File: src/rtl/muldiv_pkg.sv
// Shared types and constants for the EX-stage multiply/divide sequencer.
package muldiv_pkg;

    typedef enum logic [1:0] {
        OP_MULT  = 2'b00,
        OP_MULTU = 2'b01,
        OP_DIV   = 2'b10,
        OP_DIVU  = 2'b11
    } md_op_t;

    typedef enum logic [1:0] {
        S_IDLE,
        S_MUL,
        S_DIV,
        S_DONE
    } md_state_t;

    localparam int DIV_ITERS = 32;

    // Two's-complement magnitude; 0x80000000 maps to itself, which reads
    // correctly as an unsigned 2^31.
    function automatic logic [31:0] abs32(input logic [31:0] v);
        return v[31] ? (~v + 32'd1) : v;
    endfunction

endpackage

File: src/rtl/muldiv_ctrl_if.sv
// Pipeline <-> mul/div sequencer handshake and HI/LO result bus.
interface muldiv_ctrl_if;
    import muldiv_pkg::*;

    logic        start_i;
    md_op_t      op_i;
    logic [31:0] src_a_i;
    logic [31:0] src_b_i;
    logic        cancel_i;
    logic        stall_o;
    logic        ready_o;
    logic [31:0] hi_o;
    logic [31:0] lo_o;

    modport master (
        output start_i, op_i, src_a_i, src_b_i, cancel_i,
        input  stall_o, ready_o, hi_o, lo_o
    );

    modport slave (
        input  start_i, op_i, src_a_i, src_b_i, cancel_i,
        output stall_o, ready_o, hi_o, lo_o
    );

endinterface

File: src/rtl/div_radix2.sv
// Unsigned radix-2 restoring divider, one quotient bit per clock.
// The load cycle already performs the first iteration, so after the load
// edge plus 31 more edges quot/rem hold the final 32-bit result.
module div_radix2 (
    input  logic        clk,
    input  logic        resetn,
    input  logic        load,
    input  logic [31:0] dividend,
    input  logic [31:0] divisor,
    output logic [31:0] quot,
    output logic [31:0] rem
);

    logic [31:0] dvs_q;
    logic [31:0] r_in, q_in, d_in, r_nx, q_nx;
    logic [32:0] r_sh, r_sub;

    // One restoring step: shift in the next dividend bit, subtract if it fits.
    always_comb begin
        r_in  = load ? 32'd0    : rem;
        q_in  = load ? dividend : quot;
        d_in  = load ? divisor  : dvs_q;
        r_sh  = {r_in, q_in[31]};
        r_sub = r_sh - {1'b0, d_in};
        if (r_sub[32]) begin
            r_nx = r_sh[31:0];
            q_nx = {q_in[30:0], 1'b0};
        end else begin
            r_nx = r_sub[31:0];
            q_nx = {q_in[30:0], 1'b1};
        end
    end

    // Partial remainder/quotient registers; divisor captured on load.
    always_ff @(posedge clk or negedge resetn) begin
        if (!resetn) begin
            quot  <= '0;
            rem   <= '0;
            dvs_q <= '0;
        end else begin
            quot <= q_nx;
            rem  <= r_nx;
            if (load) dvs_q <= divisor;
        end
    end

endmodule

File: src/rtl/muldiv_ctrl.sv
// Multi-cycle MULT/MULTU/DIV/DIVU sequencer: stalls the pipeline while
// busy and delivers HI/LO with a one-cycle ready pulse.
module muldiv_ctrl
    import muldiv_pkg::*;
#(
    parameter int MUL_LAT = 2
) (
    input  logic          clk,
    input  logic          resetn,
    muldiv_ctrl_if.slave  bus
);

    localparam int CNT_MAX = (MUL_LAT > DIV_ITERS) ? MUL_LAT : DIV_ITERS;
    localparam int CW      = $clog2(CNT_MAX + 1);

    md_state_t   state, state_nx;
    logic [CW-1:0] cnt;
    md_op_t      op_q;
    logic [31:0] a_q, b_q;
    logic        accept, capture;
    logic [31:0] div_a, div_b, quot, rem;
    logic [63:0] ext_a, ext_b, prod;
    logic [31:0] hi_nx, lo_nx;
    logic        neg_q, neg_r;

    assign accept = (state == S_IDLE) & bus.start_i & ~bus.cancel_i;

    // Divider is loaded straight from the bus on acceptance so its first
    // iteration overlaps the acceptance cycle.
    assign div_a = bus.op_i[0] ? bus.src_a_i : abs32(bus.src_a_i);
    assign div_b = bus.op_i[0] ? bus.src_b_i : abs32(bus.src_b_i);

    div_radix2 u_div (
        .clk      (clk),
        .resetn   (resetn),
        .load     (accept),
        .dividend (div_a),
        .divisor  (div_b),
        .quot     (quot),
        .rem      (rem)
    );

    // Result formation: product, sign-fixed quotient/remainder, or the
    // divide-by-zero pattern.
    always_comb begin
        ext_a = (op_q == OP_MULT) ? {{32{a_q[31]}}, a_q} : {32'd0, a_q};
        ext_b = (op_q == OP_MULT) ? {{32{b_q[31]}}, b_q} : {32'd0, b_q};
        prod  = ext_a * ext_b;
        neg_q = (op_q == OP_DIV) & (a_q[31] ^ b_q[31]);
        neg_r = (op_q == OP_DIV) & a_q[31];
        if (!op_q[1]) begin
            hi_nx = prod[63:32];
            lo_nx = prod[31:0];
        end else if (b_q == 32'd0) begin
            hi_nx = a_q;
            lo_nx = 32'hFFFF_FFFF;
        end else begin
            lo_nx = neg_q ? (~quot + 32'd1) : quot;
            hi_nx = neg_r ? (~rem + 32'd1)  : rem;
        end
    end

    // State register.
    always_ff @(posedge clk or negedge resetn) begin
        if (!resetn) state <= S_IDLE;
        else         state <= state_nx;
    end

    // Next state, stall/ready and result capture; cancel overrides all.
    always_comb begin
        state_nx    = state;
        bus.stall_o = 1'b0;
        bus.ready_o = 1'b0;
        capture     = 1'b0;
        case (state)
            S_IDLE: begin
                bus.stall_o = bus.start_i;
                if (bus.start_i) state_nx = bus.op_i[1] ? S_DIV : S_MUL;
            end
            S_MUL: begin
                bus.stall_o = 1'b1;
                if (cnt == CW'(MUL_LAT - 1)) begin
                    state_nx = S_DONE;
                    capture  = 1'b1;
                end
            end
            S_DIV: begin
                bus.stall_o = 1'b1;
                if (cnt == CW'(DIV_ITERS - 1)) begin
                    state_nx = S_DONE;
                    capture  = 1'b1;
                end
            end
            default: begin
                bus.ready_o = 1'b1;
                state_nx    = S_IDLE;
            end
        endcase
        if (bus.cancel_i) begin
            state_nx    = S_IDLE;
            bus.stall_o = 1'b0;
            capture     = 1'b0;
        end
    end

    // Busy-cycle counter, restarted on every state change.
    always_ff @(posedge clk or negedge resetn) begin
        if (!resetn)                                  cnt <= '0;
        else if (state_nx != state)                   cnt <= '0;
        else if (state == S_MUL || state == S_DIV)    cnt <= cnt + 1'b1;
    end

    // Operand latch on acceptance; later bus changes are ignored.
    always_ff @(posedge clk or negedge resetn) begin
        if (!resetn) begin
            op_q <= OP_MULT;
            a_q  <= '0;
            b_q  <= '0;
        end else if (accept) begin
            op_q <= bus.op_i;
            a_q  <= bus.src_a_i;
            b_q  <= bus.src_b_i;
        end
    end

    // HI/LO registers, loaded only on entry to DONE.
    always_ff @(posedge clk or negedge resetn) begin
        if (!resetn) begin
            bus.hi_o <= '0;
            bus.lo_o <= '0;
        end else if (capture) begin
            bus.hi_o <= hi_nx;
            bus.lo_o <= lo_nx;
        end
    end

endmodule

File: src/flat_wrapper.sv
// flat-port wrapper written by rule: the top's interface ports become plain ports
module muldiv_ctrl_flat import muldiv_pkg::*;
#(
    parameter int MUL_LAT = 2
)
  (clk, resetn, bus_start_i, bus_op_i, bus_src_a_i, bus_src_b_i, bus_cancel_i, bus_stall_o, bus_ready_o, bus_hi_o, bus_lo_o);
  muldiv_ctrl_if bus_i ();
  input  logic clk;
  input  logic resetn;
  input wire logic [$bits(bus_i.start_i)-1:0] bus_start_i;
  input wire logic [$bits(bus_i.op_i)-1:0] bus_op_i;
  input wire logic [$bits(bus_i.src_a_i)-1:0] bus_src_a_i;
  input wire logic [$bits(bus_i.src_b_i)-1:0] bus_src_b_i;
  input wire logic [$bits(bus_i.cancel_i)-1:0] bus_cancel_i;
  output wire logic [$bits(bus_i.stall_o)-1:0] bus_stall_o;
  output wire logic [$bits(bus_i.ready_o)-1:0] bus_ready_o;
  output wire logic [$bits(bus_i.hi_o)-1:0] bus_hi_o;
  output wire logic [$bits(bus_i.lo_o)-1:0] bus_lo_o;
  assign bus_i.start_i = bus_start_i;
  assign bus_i.op_i = bus_op_i;
  assign bus_i.src_a_i = bus_src_a_i;
  assign bus_i.src_b_i = bus_src_b_i;
  assign bus_i.cancel_i = bus_cancel_i;
  assign bus_stall_o = bus_i.stall_o;
  assign bus_ready_o = bus_i.ready_o;
  assign bus_hi_o = bus_i.hi_o;
  assign bus_lo_o = bus_i.lo_o;
  muldiv_ctrl #(.MUL_LAT(MUL_LAT)) u_core (.clk(clk), .resetn(resetn), .bus(bus_i));
endmodule
File: config.mk
export PLATFORM = sky130hd
export DESIGN_NAME = muldiv_ctrl_flat
export DESIGN_NICKNAME = d
export VERILOG_FILES = /design/src/rtl/muldiv_pkg.sv /design/src/rtl/muldiv_ctrl_if.sv /design/src/rtl/div_radix2.sv /design/src/rtl/muldiv_ctrl.sv /design/src/flat_wrapper.sv
export SDC_FILE = /design/constraint.sdc
export NUM_CORES = 2
export LEC_CHECK = 0
export BUFFER_PORTS_ARGS = -buffer_cell sky130_fd_sc_hd__buf_2
export CAP_MARGIN = 10
export CORE_MARGIN = 2
export CORE_UTILIZATION = 30
export CTS_BUF_LIST = sky130_fd_sc_hd__clkbuf_16
export DETAILED_ROUTE_END_ITERATION = 12
export GPL_ROUTABILITY_DRIVEN = 0
export GPL_TIMING_DRIVEN = 0
export MAX_ROUTING_LAYER = met4
export PLACE_DENSITY = 0.58
export SLEW_MARGIN = 10
export SYNTH_ARGS = -nofsm -noshare
export SYNTH_HDL_FRONTEND = slang
export SYNTH_HIERARCHICAL = 1
export SYNTH_SLANG_ARGS = --single-unit
File: constraint.sdc
create_clock -name clk -period 9.1 [get_ports clk]
set_input_delay 0.91 -clock clk [delete_from_list [all_inputs] [get_ports clk]]
set_output_delay 0.91 -clock clk [all_outputs]
set_load 0.005 [all_outputs]
==> results.yml <==
die:
  dieArea_mm2: 0.210
  die_h_um: 458
  die_w_um: 458
  io-pin-count: 136
  initial_core_util_pct: 30.2
  core_area_mm2: 0.205
  rows: 166
worst_setup_path:
  path_class: "register to register"
  cp.buffers_inverters: 10
  crit_cells: 33
  r2r_cells: 33
  worstPathArrival_ns: 10.10
  cp-start-kind: "register"
  required_ns: 9.63
  crit_family: "adder cells"
  cp_max_fo: 7
  endpoint_kind: "register"
  crit_path_max_incr_delay_ns: 0.63
  critPathSlowestCell: "fa_2"
  cpMostUsedCell: "fa_2"
yosys:
  synth_top_area_share_pct: 46.1
  avgSynthCellArea_um2: 9.24
  synth_common_cells: "inv_1, fa_1, nand2_1, and2_1, ha_1"
  synth-xor-area-share_pct: 3.87
  ys_top_cells_by_area: "fa_1, inv_1, dfrtp_1, ha_1, nand2_1"
  ys_seq_elements: 234
  synth.mux.area_fraction_pct: 1.94
  netlist_area_mm2: 0.0618
  synthFlopType: "dfrtp_1"
  syn_nets: 8524
  synth_compound_area_share_pct: 5.70
  synthArstFlopShare_pct: 100
  synth_top_family_by_area: "adder cells"
  synth_area_leader_cell: "fa_1"
  yosys.cell_types.count: 90
  syn_inst: 6683
  yosys.cell_count.top_type: "inv_1"
  ys_seq_area_share_pct: 9.48
  synth_edf_count: 0
  ys_warn_count: 6
  yosys.area_share.adder_pct: 53.2
  synthSimpleGateAreaFrac_pct: 14.1
sta:
  worst_slack_ns: -0.477
  period_share_pct: 105
  worstMarginPinSlew_ns: 1.25
  hold_violations: 0
  holdWs_ns: 0.257
  setup_viol: 14
  relSlewSlack_pct: 16.9
  finalCriticalPeriod_ns: 9.58
  rsz0062_at_grt: "yes"
  fin_setup_tns_ns: -2.64
  final.setup_skew_ns: 0.0294
  fmax_mhz: 104
  slew_viol_final: 0
drt:
  num_vias: 50100
  wl_per_cell_um: 26.3
  routed_wl_mm: 256
  detail-route-antenna-nets: 0
  drc: 0
  drt_iter0_markers: 5608
  dr.pass1.iters: 11
  vias_per_cell: 5.16
global_routing:
  grt_pass1_vias: 53400
  overflow: 0
  track_usage_pct: 25.1
  grt_pass1_wl_mm: 370
  antenna_found_initial: 24
  grt_max_degree: 96
outcome:
  status: "finished, violations left"
  violations: "negative setup slack"
clocking:
  ctsHoldBuffers: 0
  root_buffer: "clkbuf_16"
  clkLatencyLatePin_ns: 0.61
  clk_path_buf_depth: 3
  cts-buffers-inserted: 27
  clk_pin_slew_ns: 0.07
  htreeDepth: 1
  cts_tree: "built"
  cts_sinks: 234
placement:
  dp.cells: 9508
  dpl.hpwl_mm: 209
  port_buffers: 135
finish:
  drive_gt1_share_pct: 13.2
  nets: 8812
  stdcell_count: 9714
  area_growth_syn_to_layout_pct: 14.4
run:
  cap_violations: 0
worst_hold_path:
  hold_class: "input pin to async pin"
cells in the final DEF, fill, tap and decap left out, drive strengths merged, types with 15 or more instances in the layout:
| cell | synthesis | layout |
|---|---|---|
| ha | 347 | 347 |
| buf | 14 | 351 |
| o21ai | 167 | 167 |
| mux2i | 39 | 39 |
| and3 | 32 | 32 |
| inv | 1587 | 1591 |
| dfrtp | 234 | 234 |
| xnor2 | 176 | 176 |
| a21oi | 177 | 177 |
| mux2 | 63 | 63 |
| o22ai | 27 | 27 |
| and2 | 513 | 513 |
| clkbuf | 313 | 262 |
| o31ai | 17 | 17 |
| xor2 | 95 | 95 |
| diode | 0 | 34 |
| nand2 | 938 | 938 |
| nor3 | 40 | 40 |
| nor4 | 22 | 22 |
| nor2 | 130 | 130 |
| nand3 | 23 | 23 |
| nand2b | 22 | 22 |
| a31oi | 27 | 27 |
| fa | 1424 | 1424 |
| clkinv | 1 | 15 |
| a21o | 45 | 45 |
| nor2b | 42 | 42 |
worst paths after layout:
kind / end / slack (ns) / start
setup / recovery: u_core/bus.hi_o[27] / -0.48 / u_core/op_q[1]
hold / removal: u_core/cnt[0] / 0.26 / resetn
setup reg to reg: u_core/bus.hi_o[27] / -0.48 / u_core/op_q[1]
hold reg to reg: u_core/bus.lo_o[13] / 0.49 / u_core/bus.lo_o[13]
max in group asynchronous: u_core/b_q[31] / 7.91 / resetn
min in group clk: u_core/bus.lo_o[13] / 0.49 / u_core/bus.lo_o[13]
repair_timing:
item | CTS | global route
setup buffers | 104 | 61
setup endpoints to repair | 49 | 32
cloned | 0 | 1
pin swaps | 68 | 109
resized for setup | 650 | 223
cells by family after synthesis:
logic type                 count (synthesis)
and+or+nand+nor                         1822
adders and majority gates               1773
buffers and inverters                   1915
muxes                                    102
AOI/OAI and AO/OA                        566
DFF                                      234
xor gates and xnor gates                 271
per-layer routing:
| layer | GRT usage [%] | up-vias | part of all wire (%) |
|---|---|---|---|
| met5 | - | - | 0 |
| met4 | 16.6 | 0 | 8.6 |
| met3 | 8.76 | 969 | 13 |
| met2 | 36.9 | 3234 | 43 |
| met1 | 29.0 | 25600 | 35 |
| li1 | - | 20300 | - |
final cells by class:
type,count,area [um2]
Inverter,1588,5990
Antenna cell,34,85.1
Buffer,285,2300
Clock buffer,27,676
Multi-Input combinational cell,4534,49900
Sequential cell,234,5970
Timing Repair Buffer,301,2150
Fill cell,20800,134000
Clock inverter,23,184
Tap cell,2688,3360
per-stage QoR:
stage / area [um2] / worst slack (ns) / utilization (%)
2_1_floorplan: 61800 / 0.0888 / -
3_3_place_gp: 65800 / -4.03 / 32.2
3_5_place_dp: 65900 / -4.09 / 32.2
4_1_cts: 69500 / -0.488 / 34.0
5_1_grt: 70600 / -0.606 / 34.5
6_report: 70700 / -0.477 / 34.5
sequential cells by signal, summed over array words and instances, names as in the netlist:
| signal | cells |
|---|---|
| u_core/a_q | 32 |
| u_core/b_q | 32 |
| u_core/bus.hi_o | 32 |
| u_core/bus.lo_o | 32 |
| u_core/cnt | 6 |
| u_core/op_q | 2 |
| u_core/state | 2 |
| u_core/u_div/dvs_q | 32 |
| u_core/u_div/quot | 32 |
| u_core/u_div/rem | 32 |
Power is left out: the tool's default activity adds up to more than one toggle a clock period on the data nets, which glitch-free logic cannot reach.
